<file path="src/rtl/axis_vid_par_pkg.sv">
// Shared types for the AXI4-Stream video to parallel video timing path:
// sequencer states, the per-axis raster timing record and total/width helpers.
package axis_vid_par_pkg;

  typedef enum logic [1:0] {
    S_DROP = 2'd0,
    S_WAIT = 2'd1,
    S_RUN  = 2'd2
  } state_t;

  typedef struct packed {
    int unsigned active;
    int unsigned fp;
    int unsigned sync;
    int unsigned bp;
  } vid_timing_t;

  localparam vid_timing_t H_TIMING_DEFAULT = '{active: 1920, fp: 88, sync: 44, bp: 148};
  localparam vid_timing_t V_TIMING_DEFAULT = '{active: 1080, fp: 4,  sync: 5,  bp: 36};

  // Clocks per line / lines per frame for one axis.
  function automatic int unsigned timing_total(input vid_timing_t t);
    return t.active + t.fp + t.sync + t.bp;
  endfunction

  // Counter width able to hold 0..total-1 (never narrower than one bit).
  function automatic int unsigned counter_width(input int unsigned total);
    return (total > 32'd1) ? $clog2(total) : 32'd1;
  endfunction

endpackage

</file>
<file path="src/rtl/vid_timing_gen.sv">
// Free-running raster generator: h/v counters, per-position strobes for the
// sequencer and the registered de/hsync/vsync decode (one clock behind h,v).
module vid_timing_gen
  import axis_vid_par_pkg::*;
#(
  parameter vid_timing_t H_T      = H_TIMING_DEFAULT,
  parameter vid_timing_t V_T      = V_TIMING_DEFAULT,
  parameter logic        SYNC_POL = 1'b1
) (
  input  logic i_clk,
  input  logic i_rst,
  output logic o_act,
  output logic o_first,
  output logic o_eol,
  output logic o_mid_line,
  output logic o_frame_end,
  output logic o_de,
  output logic o_hsync,
  output logic o_vsync
);

  localparam int unsigned H_TOTAL = timing_total(H_T);
  localparam int unsigned V_TOTAL = timing_total(V_T);
  localparam int unsigned HW      = counter_width(H_TOTAL);
  localparam int unsigned VW      = counter_width(V_TOTAL);

  // Range bounds carry one extra bit so a bound equal to TOTAL cannot wrap.
  localparam logic [HW:0]   H_ACT_END  = (HW+1)'(H_T.active);
  localparam logic [HW:0]   H_EOL_X    = (HW+1)'(H_T.active - 32'd1);
  localparam logic [HW:0]   H_SYNC_BEG = (HW+1)'(H_T.active + H_T.fp);
  localparam logic [HW:0]   H_SYNC_END = (HW+1)'(H_T.active + H_T.fp + H_T.sync);
  localparam logic [VW:0]   V_ACT_END  = (VW+1)'(V_T.active);
  localparam logic [VW:0]   V_SYNC_BEG = (VW+1)'(V_T.active + V_T.fp);
  localparam logic [VW:0]   V_SYNC_END = (VW+1)'(V_T.active + V_T.fp + V_T.sync);
  localparam logic [HW-1:0] H_LAST     = HW'(H_TOTAL - 32'd1);
  localparam logic [HW-1:0] H_EOL      = HW'(H_T.active - 32'd1);
  localparam logic [HW-1:0] H_ONE      = HW'(32'd1);
  localparam logic [VW-1:0] V_LAST     = VW'(V_TOTAL - 32'd1);
  localparam logic [VW-1:0] V_ONE      = VW'(32'd1);

  logic [HW-1:0] h_q, h_d;
  logic [VW-1:0] v_q, v_d;
  logic          de_q, de_d;
  logic          hsync_q, hsync_d;
  logic          vsync_q, vsync_d;
  logic [HW:0]   h_ext_s;
  logic [VW:0]   v_ext_s;
  logic          act_s;

  // Next raster position: h wraps every line and v advances on that wrap.
  always_comb begin
    h_d = h_q;
    v_d = v_q;
    if (h_q == H_LAST) begin
      h_d = '0;
      if (v_q == V_LAST) begin
        v_d = '0;
      end else begin
        v_d = v_q + V_ONE;
      end
    end else begin
      h_d = h_q + H_ONE;
    end
  end

  // Decode of the current position into strobes and next registered outputs.
  always_comb begin
    h_ext_s     = {1'b0, h_q};
    v_ext_s     = {1'b0, v_q};
    act_s       = (h_ext_s < H_ACT_END) && (v_ext_s < V_ACT_END);
    o_act       = act_s;
    o_first     = (h_q == '0) && (v_q == '0);
    o_eol       = (h_q == H_EOL);
    o_mid_line  = (h_ext_s < H_EOL_X);
    o_frame_end = (h_q == H_LAST) && (v_q == V_LAST);
    de_d        = act_s;
    hsync_d     = ((h_ext_s >= H_SYNC_BEG) && (h_ext_s < H_SYNC_END)) ? SYNC_POL : ~SYNC_POL;
    vsync_d     = ((v_ext_s >= V_SYNC_BEG) && (v_ext_s < V_SYNC_END)) ? SYNC_POL : ~SYNC_POL;
  end

  // Counter and output registers with synchronous reset to the idle raster.
  always_ff @(posedge i_clk) begin
    if (i_rst) begin
      h_q     <= '0;
      v_q     <= '0;
      de_q    <= 1'b0;
      hsync_q <= ~SYNC_POL;
      vsync_q <= ~SYNC_POL;
    end else begin
      h_q     <= h_d;
      v_q     <= v_d;
      de_q    <= de_d;
      hsync_q <= hsync_d;
      vsync_q <= vsync_d;
    end
  end

  assign o_de    = de_q;
  assign o_hsync = hsync_q;
  assign o_vsync = vsync_q;

endmodule

</file>
<file path="src/rtl/axis_video_par_timing_ctrl.sv">
// Sequencer for the AXI4-Stream video to parallel video path. Locks stream
// frames (tuser = SOF) to the raster, pulls beats only on active-pixel slots,
// and keeps sticky underflow / line-length error flags.
module axis_video_par_timing_ctrl
  import axis_vid_par_pkg::*;
#(
  parameter int unsigned H_ACTIVE = 1920,
  parameter int unsigned H_FP     = 88,
  parameter int unsigned H_SYNC   = 44,
  parameter int unsigned H_BP     = 148,
  parameter int unsigned V_ACTIVE = 1080,
  parameter int unsigned V_FP     = 4,
  parameter int unsigned V_SYNC   = 5,
  parameter int unsigned V_BP     = 36,
  parameter logic        SYNC_POL = 1'b1
) (
  input  logic i_clk,
  input  logic i_rst,
  input  logic i_s_axis_video_tvalid,
  input  logic i_s_axis_video_tuser,
  input  logic i_s_axis_video_tlast,
  output logic o_s_axis_video_tready,
  output logic o_pix_load,
  output logic o_de,
  output logic o_hsync,
  output logic o_vsync,
  output logic o_locked,
  output logic o_underflow,
  output logic o_eol_err,
  input  logic i_clr_err
);

  localparam vid_timing_t H_T = '{active: H_ACTIVE, fp: H_FP, sync: H_SYNC, bp: H_BP};
  localparam vid_timing_t V_T = '{active: V_ACTIVE, fp: V_FP, sync: V_SYNC, bp: V_BP};

  state_t state_q, state_d;
  logic   underflow_q, underflow_d;
  logic   eol_err_q, eol_err_d;
  logic   tready_s;
  logic   uf_set_s;
  logic   eol_set_s;
  logic   act_s, first_s, eol_s, mid_line_s, frame_end_s;
  logic   tvalid_s, tuser_s, tlast_s;

  assign tvalid_s = i_s_axis_video_tvalid;
  assign tuser_s  = i_s_axis_video_tuser;
  assign tlast_s  = i_s_axis_video_tlast;

  vid_timing_gen #(
    .H_T      (H_T),
    .V_T      (V_T),
    .SYNC_POL (SYNC_POL)
  ) u_timing (
    .i_clk       (i_clk),
    .i_rst       (i_rst),
    .o_act       (act_s),
    .o_first     (first_s),
    .o_eol       (eol_s),
    .o_mid_line  (mid_line_s),
    .o_frame_end (frame_end_s),
    .o_de        (o_de),
    .o_hsync     (o_hsync),
    .o_vsync     (o_vsync)
  );

  // Lock FSM next state, stream ready and error-set strobes.
  always_comb begin
    state_d   = state_q;
    tready_s  = 1'b0;
    uf_set_s  = 1'b0;
    eol_set_s = 1'b0;
    case (state_q)
      S_DROP: begin
        // Discard anything that is not SOF; hold the SOF beat.
        tready_s = ~(tvalid_s & tuser_s);
        if (tvalid_s & tuser_s) begin
          state_d = S_WAIT;
        end else begin
          state_d = S_DROP;
        end
      end
      S_WAIT: begin
        // SOF is held until the raster is about to start a new frame.
        if (frame_end_s) begin
          state_d = S_RUN;
        end else begin
          state_d = S_WAIT;
        end
      end
      S_RUN: begin
        // A SOF is only taken on the first pixel of a raster frame.
        tready_s = act_s & ~(tuser_s & ~first_s);
        if (act_s & ~tvalid_s) begin
          uf_set_s = 1'b1;
          state_d  = S_DROP;
        end else if (act_s & tuser_s & ~first_s) begin
          eol_set_s = 1'b1;
          state_d   = S_WAIT;
        end else if (act_s) begin
          // Beat consumed: tlast must mark exactly the last active pixel.
          if ((eol_s & ~tlast_s) | (tlast_s & mid_line_s)) begin
            eol_set_s = 1'b1;
          end else begin
            eol_set_s = 1'b0;
          end
        end else begin
          state_d = S_RUN;
        end
      end
      default: begin
        state_d = S_DROP;
      end
    endcase
  end

  // Sticky flags: a new error in the same cycle as a clear keeps the flag set.
  always_comb begin
    if (uf_set_s) begin
      underflow_d = 1'b1;
    end else if (i_clr_err) begin
      underflow_d = 1'b0;
    end else begin
      underflow_d = underflow_q;
    end
    if (eol_set_s) begin
      eol_err_d = 1'b1;
    end else if (i_clr_err) begin
      eol_err_d = 1'b0;
    end else begin
      eol_err_d = eol_err_q;
    end
  end

  // State and flag registers with synchronous reset.
  always_ff @(posedge i_clk) begin
    if (i_rst) begin
      state_q     <= S_DROP;
      underflow_q <= 1'b0;
      eol_err_q   <= 1'b0;
    end else begin
      state_q     <= state_d;
      underflow_q <= underflow_d;
      eol_err_q   <= eol_err_d;
    end
  end

  assign o_s_axis_video_tready = tready_s;
  assign o_pix_load            = tvalid_s & tready_s;
  assign o_locked              = (state_q == S_RUN);
  assign o_underflow           = underflow_q;
  assign o_eol_err             = eol_err_q;

endmodule
</file>
<file path="config.mk">
export PLATFORM = sky130hd
export DESIGN_NAME = axis_video_par_timing_ctrl
export DESIGN_NICKNAME = d
export VERILOG_FILES = /design/src/rtl/axis_vid_par_pkg.sv /design/src/rtl/vid_timing_gen.sv /design/src/rtl/axis_video_par_timing_ctrl.sv
export SDC_FILE = /design/constraint.sdc
export NUM_CORES = 1
export LEC_CHECK = 0
export BUFFER_PORTS_ARGS = -buffer_cell sky130_fd_sc_hd__buf_2
export CORE_ASPECT_RATIO = 1.1
export CORE_MARGIN = 2
export CORE_UTILIZATION = 30
export CTS_CLUSTER_SIZE = 20
export DETAILED_ROUTE_END_ITERATION = 8
export PLACE_DENSITY = 0.49
export SYNTH_ARGS = -nofsm -noshare
export SYNTH_HDL_FRONTEND = slang
export SYNTH_SLANG_ARGS = --single-unit
</file>
<file path="constraint.sdc">
create_clock -name i_clk -period 4.4 [get_ports i_clk]
set_input_delay 0.44 -clock i_clk [delete_from_list [all_inputs] [get_ports i_clk]]
set_output_delay 0.44 -clock i_clk [all_outputs]
set_load 0.01 [all_outputs]
</file>
**Word level (Yosys, flattened, before mapping)**

Cells that the tools add are included.

- Bits in registers: 30
- Output and inout bits: 8
- Word-level logic and storage cells: 69

- $add $sub $neg: 2
- Magnitude comparators: 7
- Equality and inequality tests: 6
- Mux-type cells: 20
- Bitwise gates (word level): 15
- Reduce and logical (&&, ||, !) cells: 11

Operators with widths:

| operator | number |
|---|---|
| 12-bit by 11-bit < comparator with 1-bit output (second input constant) | 2 |
| 11-bit < comparator (second input constant) | 2 |
| 1-bit 2-to-1 mux | 13 |
| 12-bit by 1-bit adder with 12-bit output (second input constant) | 1 |
| 12-bit by 11-bit == test with 1-bit output (second input constant) | 1 |
| 12-bit == test (second input constant) | 1 |
| 12-bit by 11-bit >= comparator with 1-bit output (second input constant) | 1 |
| 12-bit logical NOT | 1 |
| 12-bit < comparator (second input constant) | 1 |
| 11-bit by 1-bit adder with 11-bit output (second input constant) | 1 |
| 11-bit == test (second input constant) | 1 |
| 11-bit >= comparator (second input constant) | 1 |
| 11-bit logical NOT | 1 |
| 11-bit 2-to-1 mux | 1 |
| 1-bit AND | 9 |
| 2-bit 2-to-1 mux | 4 |
| 2-bit one-hot mux with 3 select lines | 1 |
| 1-bit logical AND | 5 |
| 1-bit inverter | 5 |
| 4-bit by 2-bit inequality test with 1-bit output (second input constant) | 1 |
| 2-bit nonzero test | 2 |
| 2-bit by 1-bit == test with 1-bit output (second input constant) | 1 |
| 2-bit == test (second input constant) | 1 |
| 2-bit logical NOT | 1 |
| 3 further kinds | 3 |

**Longest topological paths before layout**

Gate-level depths: netlist of the first run.

- Depth after elaboration: 9
- Gate-level depth with buffers: 7
- Mapped depth without buffers: 7

**By module**

From an unflattened synthesis of the first run, not the netlist that was laid out.

- Cell total of the unflattened synthesis: 186
- Area, all modules: 1591.5 sq um

By module, submodules not included:

| module | instances | cells an instance | area an instance (sq um) |
|---|---|---|---|
| vid_timing_gen | 1 | 159 | 1351.3 |
| axis_video_par_timing_ctrl | 1 | 27 | 240.2 |

**Worst setup path before layout of the first run**

OpenSTA, ideal clock, no wires.

- Kind: reg2out
- Start point: register u_timing.v_q[6]
- End point: output port o_pix_load
- Arrival time: 1995 ps
- Path slack: 1965 ps
- Stages on the path, launching flop included: 7
- Cells stage by stage: dfxtp_1 -> buf_6 -> or4_4 -> or4b_4 -> o21ai_2 -> a31oi_1 -> nor3b_1

- Cells in the longest elaborated chain, start to end: 8

Ends and longest elaborated chain:

| what | RTL line | RTL |
|---|---|---|
| from (decl) | vid_timing_gen.sv:42 | `logic [VW-1:0] v_q, v_d;` |
| from (signal assigned) | vid_timing_gen.sv:91 | `v_q <= v_d;` |
| branches (longest 5 deep; another with 11-bit < comparator) | -- |  |
| 1-bit AND (*) | axis_video_par_timing_ctrl.sv:92 | `tready_s = act_s & ~(tuser_s & ~first_s);` |
| 1-bit one-hot mux with 2 select lines (*) | axis_video_par_timing_ctrl.sv:72 | `case (state_q)` |
| 1-bit AND (*) | axis_video_par_timing_ctrl.sv:148 | `assign o_pix_load = tvalid_s & tready_s;` |
| to (decl) | axis_video_par_timing_ctrl.sv:23 | `output logic o_pix_load,` |

Mark *: on every way between the ends.

**Worst setup path in the final report of the first run**

Ends and elaborated chain as after synthesis.

==> metrics list, run 1 <==
- Run status: finished, final reports clean
- Of the synthesized area, sequential elements account for 0.384.
- The slowest stage of the critical path is the or4_4 cell.
- Per-cell routed wire length: about 13 µm
- Starting DRT DRC Count: 32
- STA classifies the critical path endpoint as an output port.
* Async set-or-reset flop fraction in the synthesized netlist: 0
- Multi-input gate area in the final layout: ~900 µm²
- Die Span Y: about 80 µm
* Synth warn: 0
- The clock net in this run drives a total of 30 sinks.
- Across all hold checks on the routed design, the worst slack comes to between 0.4 and 0.5 ns.
* Post-synthesis sequential element count: 30
- Final Hold Fails: 0
- TritonCTS built the clock tree.
- Dividing the final minimum period by the clock period gives 0.628.
- Once the clock tree was built, the resizer swapped 0 gates to a different size.
* Cell Chain, Critical Path: or4_4 > or4b_4 > o21ai_2 > a31oi_1 > nor3b_1 > buf_2
- Worst reg2reg setup slack: about 2.3 ns
* Synth Cell Area: 1570 µm²
- H-tree Lvls: 2
* Worst skew pair latency: around 0.28 ns
* Number of global-route vias before repair: ~1200
* Wire length of the first global-routing pass: 5.56 mm
- Top flip-flop cell by instance count after synthesis: dfxtp_1
* Clock-pin slew of the registers on the worst-case setup and hold paths: about 0.06 ns
- The count of final max-slew check failures came to 0.
- On the worst path, the slowest cell contributes a delay of 0.56 ns.
* Area of the die: just under 6000 µm²
- Number of distinct library cells after synthesis: 43
- Measured against its own limit, the worst slew margin works out to 0.717.
* Number of enable-type register cells in the synthesized netlist: 0
- WP buf/inv: 1
- # fillers: 541
- FP Rows: 27
* VDD IR max: between 0.0001 and 0.00015 V
- For the worst setup path, the data arrival time is roughly 2.3 ns.
- Cell chosen for the clock root: clkbuf_8
- Max cap viols: 0
* Half-perimeter wire length of the detailed placement result: 2.31 mm
- In the final layout, the share of cells above drive strength 1 is 0.133.
- RSZ-0062 raised after global routing: no
* Critical path peak fanout: 9
- Sum of negative setup slack: 0 ns
* Number of nets in the layout: about 210
- Cell area power density: just under 300 nW/µm²
- Hold WC Path Type: primary input to flip-flop
- Leakage: approximately 0.65 nW
- All-layer global routing usage: 0.123
- The congestion estimate from routability-driven global placement came to roughly 0.72.
* DRC Markers: 0
- Standard cell core area: between 5000 and 6000 µm²
* First-pass DRT Iterations: 4
* Worst Path Class, Setup: flip-flop to output port
* Vias per Instance: approximately 5.2
* Maximum number of buffers from clock root to sink: 2
* Category of cells accounting for the largest share of critical-path delay: simple AND/OR/NAND/NOR gates
- Buffer count from post-CTS setup fixing: 0
- The average instance in the mapped netlist occupies between 8 and 9 µm².
- Highest clock rate: between 300 and 400 MHz
- Initial antenna violation count: 0
- After the flow finishes, the layout carries non-filler instances totaling between 200 and 300.
- Remaining global-route overflow: 0
- Minimum clock period after layout: roughly 2.8 ns
* Total placed cells including tap cells: about 250
- Starting Density: 0.311
- For the final database, setup skew stands at around 0.0032 ns.
* DRT Wirelength: approximately 3.3 mm
- Most common cell after layout, fill and taps aside: dfxtp_1
- Final-report setup violation count: 0
- The die is around 73 µm wide.
- The number of antenna diodes in the final layout is 0.
* Worst slew pin tran: about 0.42 ns
- Finished Cell Area: approximately 1700 µm²
- CTS Hold Buffers Added: 0
* Number of buffers added by the clock tree synthesis step: 5
- Via total after detailed routing: between 1000 and 1500
- The library cells used most frequently in the layout, excluding fill and tap cells, are 30 x dfxtp_1, 24 x nor2_1, 13 x buf_2.
* Worst setup SP type: flip-flop
* Count of antenna-violating nets left after detailed routing: 0
* Area of all sequential standard cells: ~600 µm²
* Critical path required time: 3.96 ns
* Area growth from synthesis to final layout: 11.3%
- Port buffer count: 13
- Cell Area, Placed: between 1500 and 2000 µm²
* Number of nets in the synthesized netlist: 193
* Largest net degree at the start of global routing: 12
- Count of pins on the block boundary: 14
* Cell count after synthesis: ~180
[Yosys cell counts, types with 3 or more instances]
cell type	count	area share
dfxtp_1	30	0.38
nor2_1	24	0.058
nand2_1	12	0.029
xor2_1	12	0.067
nand4_1	10	0.040
a21oi_1	8	0.026
inv_1	8	0.019
clkbuf_1	7	0.017
xnor2_1	7	0.039
nand3_1	6	0.019
and4_1	4	0.022
ha_1	4	0.032
nor2b_1	4	0.016
and3_1	3	0.012
nor3_1	3	0.0096
nor4_1	3	0.012
o21ai_0	3	0.0096
or3_1	3	0.012
[metrics by stage]
stage | worst slack [ns] | power, W | utilization
2_1_floorplan | 1.96 | 0.000306 | -
3_3_place_gp | 1.96 | 0.000317 | 0.331
3_5_place_dp | 1.94 | 0.000316 | 0.331
4_1_cts | 1.63 | 0.000526 | 0.346
5_1_grt | 1.54 | 0.000541 | 0.346
6_report | 1.64 | 0.000516 | 0.346
[where the power goes]
part / leakage (nW) / switching (W) / internal [W]
sequential: 0.243 / 0.00000432 / 0.000275
combinational: 0.372 / 0.0000174 / 0.0000129
clock: 0.0383 / 0.0000975 / 0.000109
[final timing paths]
check	from	to	depth (start not counted)
worst max-delay path	u_timing.v_q[6]	o_pix_load	6
worst min-delay path	i_rst	u_timing.o_hsync	2
worst min register to register	u_timing.h_q[0]	u_timing.h_q[0]	1
worst max register to register	u_timing.v_q[6]	o_eol_err	5
[per-layer routing]
layer	share of wire	GRT usage	routed length, µm
met1	0.49	0.156	1640
met2	0.45	0.192	1500
met3	0.034	0.0354	114
met4	0.020	0.0556	65
met5	0	0	0
[cell families (layout without fill, tap and decap cells)]
family,after synthesis,in the layout,synth area share
simple gates,91,91,0.338
flops,30,30,0.384
compound gates,23,23,0.0967
xor+xnor,19,19,0.106
buf+inv,16,28,0.0432
fa+ha+maj,4,4,0.0320
[sequential cells by signal (all words and copies together) (netlist names)]
name and cells:
u_timing.o_vsync 1, o_underflow 1, u_timing.o_hsync 1, u_timing.h_q 12
u_timing.v_q 11, state_q 2, o_eol_err 1, u_timing.o_de 1
[area by class of cell]
type                            count  area share
Clock buffer                        7      0.0438
Inverter                            8      0.0172
Timing Repair Buffer               13      0.0374
Multi-Input combinational cell    137       0.515
Tap cell                           58      0.0417
Sequential cell                    30       0.345
Note: power is estimated with default switching activity, not from simulation.
==> run 2, diff against run 1 <==
--- a/config.mk
+++ b/config.mk
@@ -5,6 +5,7 @@
 export SDC_FILE = /design/constraint.sdc
 export NUM_CORES = 1
 export LEC_CHECK = 0
+export ABC_AREA = 1
 export BUFFER_PORTS_ARGS = -buffer_cell sky130_fd_sc_hd__buf_2
 export CORE_ASPECT_RATIO = 1.1
 export CORE_MARGIN = 2
==> constraint.sdc (replaced) <==
create_clock -name i_clk -period 2.7 [get_ports i_clk]
set_input_delay 0.27 -clock i_clk [delete_from_list [all_inputs] [get_ports i_clk]]
set_output_delay 0.27 -clock i_clk [all_outputs]
set_load 0.01 [all_outputs]
==> run 2 against run 1 <==
Sequential cell count did not move. Setup slack got worse by 0.95 ns. Clock power rose by 120%. Wire length rose by 31%. Count of clock-buffer cells in the layout fell by 2. Synthesized cell count rose by 52%. Final area rose by 20%. Global-route usage rose by 1.3 points. Critical path type unchanged.
==> metrics list, run 2 <==
- Run status: finished, final reports clean
- Once placement finished, the instance area stood at slightly below 2000 µm².
- In this run, distinct cell masters in the synthesized netlist total 37.
* Critical path required time: 2.43 ns
- Skew final: about 0.008 ns
- Clock power share: 0.472
- Number of flip-flops under the largest register name: 12
- Cell internal power was estimated by the tool at 0.000737 W.
- Post-synthesis sequential element count: 30
- Among cell families on the critical path, the largest total delay comes from simple AND/OR/NAND/NOR gates.
* Starting Density: 0.307
* Most flop-heavy register: u_timing.h_q
- Finished Cell Area: between 2000 and 2500 µm²
* Hold WC Path Type: primary input to flip-flop
- Port buffer count: 13
- The floorplan step set the die height to approximately 87 µm.
* Initial antenna violation count: 0
- DRT Wirelength: 4.36 mm
- Share of cells above drive strength 1: 0.195
- CTS Hold Buffers Added: 0
* Share of the yosys chip area belonging to registers: 0.320
- Across every metal layer, demand over resource in global routing totals 0.136.
- Max cap viols: 0
- Top cells by area in the synthesized netlist: dfxtp_1 32%, nand2_1 10%, nor2_1 8.8%
- The clock passes through at most 2 buffers.
* Count of antenna-violating nets left after detailed routing: 0
- Yosys printed 0 warnings.
- Area growth from synthesis to final layout: 11.7%
- Summing over every cut layer, the via total after detailed routing is ~1700.
* Wire length of the first global-routing pass: 7.25 mm
- The net count of the finished layout is between 300 and 400.
* Clock-pin slew of the registers on the worst-case setup and hold paths: around 0.070 ns
- The worst setup path is of the flip-flop to output port kind.
- Entering global routing, the biggest net connects 12 pins.
- First-pass DRT Iterations: 4
* Cell chosen for the clock root: clkbuf_8
* Final Max Tran Viols: 0
* Per-cell routed wire length: approximately 12 µm
- Worst slew pin tran: 0.439 ns
- Of the total power, the share spent switching nets is 0.223.
* Worst setup SP type: flip-flop
- Category of the worst setup path capture point: output port
* Arrival time worst endpoint: approximately 1.8 ns
* Leakage: just under 0.9 nW
- The detailed router finished its first iteration with 88 violations.
* Worst path max stage delay: between 0.3 and 0.4 ns
- Clock tree synthesis inserted a total of 5 buffers.
* Final Hold Fails: 0
- Switching power total: between 0.0002 and 0.00025 W
- Synthesis produced a netlist with a net count of 289.
- Post-CTS repair changed the size of 0 cells.
- FP Rows: 30
- Standard cell core area: roughly 6000 µm²
* Minimum clock period after layout: between 2 and 2.5 ns
* # fillers: a little under 700
- In the routed layout, each cell is associated on average with a via count of 4.70.
- Synth Cell Area: 1880 µm²
- Critical path peak fanout: 4
- Area of the die: 6910 µm²
- Cell Chain, Critical Path: inv_1 > ha_1 > nand3_1 > nor2_1 > nand2_1 > nor2_1 > o21ai_1 > a21oi_1 > buf_2
* Most used cells in the layout excluding fill and tap cells: 50 x nand2_1, 44 x nor2_1, 30 x dfxtp_1
* Highest clock rate: 496 MHz
- Top flip-flop cell by instance count after synthesis: dfxtp_1
- The repair_antennas step left the layout with diodes totalling 0.
- Fraction of post-synthesis cell area in the top cell type by area: 0.320
- Across the VDD grid, the largest voltage drop is 0.000184 V.
* Sum of negative setup slack: 0 ns
* Final cycle utilization of the critical path: 0.747
- Counting both buffers and inverters, the worst setup path holds a total of 2.
- Combinational share of power: 0.050
- Leading registers by flop count: u_timing.h_q (12), u_timing.v_q (11), state_q (2)
- The later pin in the worst-skew pair is clocked with a latency of about 0.28 ns.
* Post-synth top area cell: dfxtp_1
- nand2_1 is the most common cell in the netlist.
* Count of clock tree sinks: 30
* RSZ-0062 raised after global routing: no
* Cell count after synthesis: approximately 280
- Chip Width: between 70 and 80 µm
- Number of global-route vias before repair: ~1600
* Buffer count from post-CTS setup fixing: 0
- After global routing the overflow that remains totals 0.
- Half-perimeter wire length of the detailed placement result: approximately 3.4 mm
* Most common cell after layout, fill and taps aside: nand2_1
- Fraction of power consumed by sequential logic: 0.478
* Gpl congestion: around 0.83
* Count of pins on the block boundary: 14
- For this run, design rule violations remaining after detail routing come to 0.
- Syn_area_per_cell: just under 7 µm²
- Cell area power density: 452 nW/µm²
* Critical Path Most Common Cell: nor2_1
- In this run the tightest slew margin relative to its limit is 0.707.
* Number of enable-type register cells in the synthesized netlist: 0
- Async set-or-reset flop fraction in the synthesized netlist: 0
- H-tree Lvls: 2
- Master of the slowest instance on the critical path: dfxtp_1
- TritonCTS clock tree: built
- Ranked by instance count, the synthesized netlist is headed by 50 x nand2_1, 44 x nor2_1, 30 x dfxtp_1, 27 x inv_1, 20 x nand3_1.
* Final-report setup violation count: 0
[run 2: final timing paths]
kind / startpoint / end / slack (ns) / depth (start not counted)
hold / removal: i_s_axis_video_tlast / o_eol_err / 0.29 / 4
setup reg to reg: u_timing.h_q[0] / u_timing.h_q[7] / 1.05 / 6
hold reg to reg: u_timing.h_q[0] / u_timing.h_q[0] / 0.46 / 1
setup / recovery: u_timing.v_q[0] / o_pix_load / 0.68 / 9
[run 2: stage by stage]
| step | std cells | hold WS [ns] | power (W) | util | setup WS, ns |
|---|---|---|---|---|---|
| floorplan | 279 | 0.430 | 0.000496 | - | 1.21 |
| global placement | 364 | 0.451 | 0.000511 | 0.325 | 1.00 |
| detailed placement | 364 | 0.450 | 0.000511 | 0.325 | 0.991 |
| CTS | 372 | 0.286 | 0.000962 | 0.343 | 0.673 |
| global route | 372 | 0.312 | 0.000986 | 0.343 | 0.522 |
| finish | 372 | 0.289 | 0.000948 | 0.343 | 0.684 |
[run 2: final cells by class]
cell class / count / area [µm²] / share of cell area
multi-input cells: 201 / 1070 / 0.511
flip-flops and latches: 30 / 601 / 0.287
inverters: 40 / 150 / 0.0716
well taps: 80 / 100 / 0.0478
clock buffers: 5 / 68.8 / 0.0328
repair buffers: 13 / 65.1 / 0.0310
clock inverters: 3 / 40.0 / 0.0191
[run 2: worst reg2reg max path: stages (launching register included)]
cell,delay [ns]
dfxtp_1,0.37
ha_1,0.28
nand4_4,0.15
nor2_1,0.13
nand2_2,0.12
nand2_1,0.36
nor3_1,0.11
[run 2: logic make-up (layout without fill, tap and decap cells)]
group	count (synthesis)	after routing	synth area share
XOR/XNOR	6	6	0.0280
adder cells (fa/ha/maj)	4	4	0.0267
buffers and inverters	48	61	0.109
flip-flops	30	30	0.320
AND/OR/NAND/NOR	164	164	0.437
AO/OA/AOI/OAI	27	27	0.0787
[run 2: layer usage]
layer	share of wire	vias to the layer above	GRT usage	routed length, µm
met5	0	-	0	0
met4	0.016	0	0.0549	68
met3	0.033	6	0.0322	146
met2	0.48	29	0.228	2100
met1	0.47	779	0.167	2040
li1	-	934	-	-
[run 2: power by group through the flow]
stage | Combinational [W] | Sequential [W] | Clock, W
floorplan | 0.0000336 | 0.000462 | 0
global placement | 0.0000477 | 0.000463 | 0
detailed placement | 0.0000478 | 0.000463 | 0
CTS | 0.0000482 | 0.000453 | 0.000461
global route | 0.0000557 | 0.000453 | 0.000477
finish | 0.0000474 | 0.000453 | 0.000447
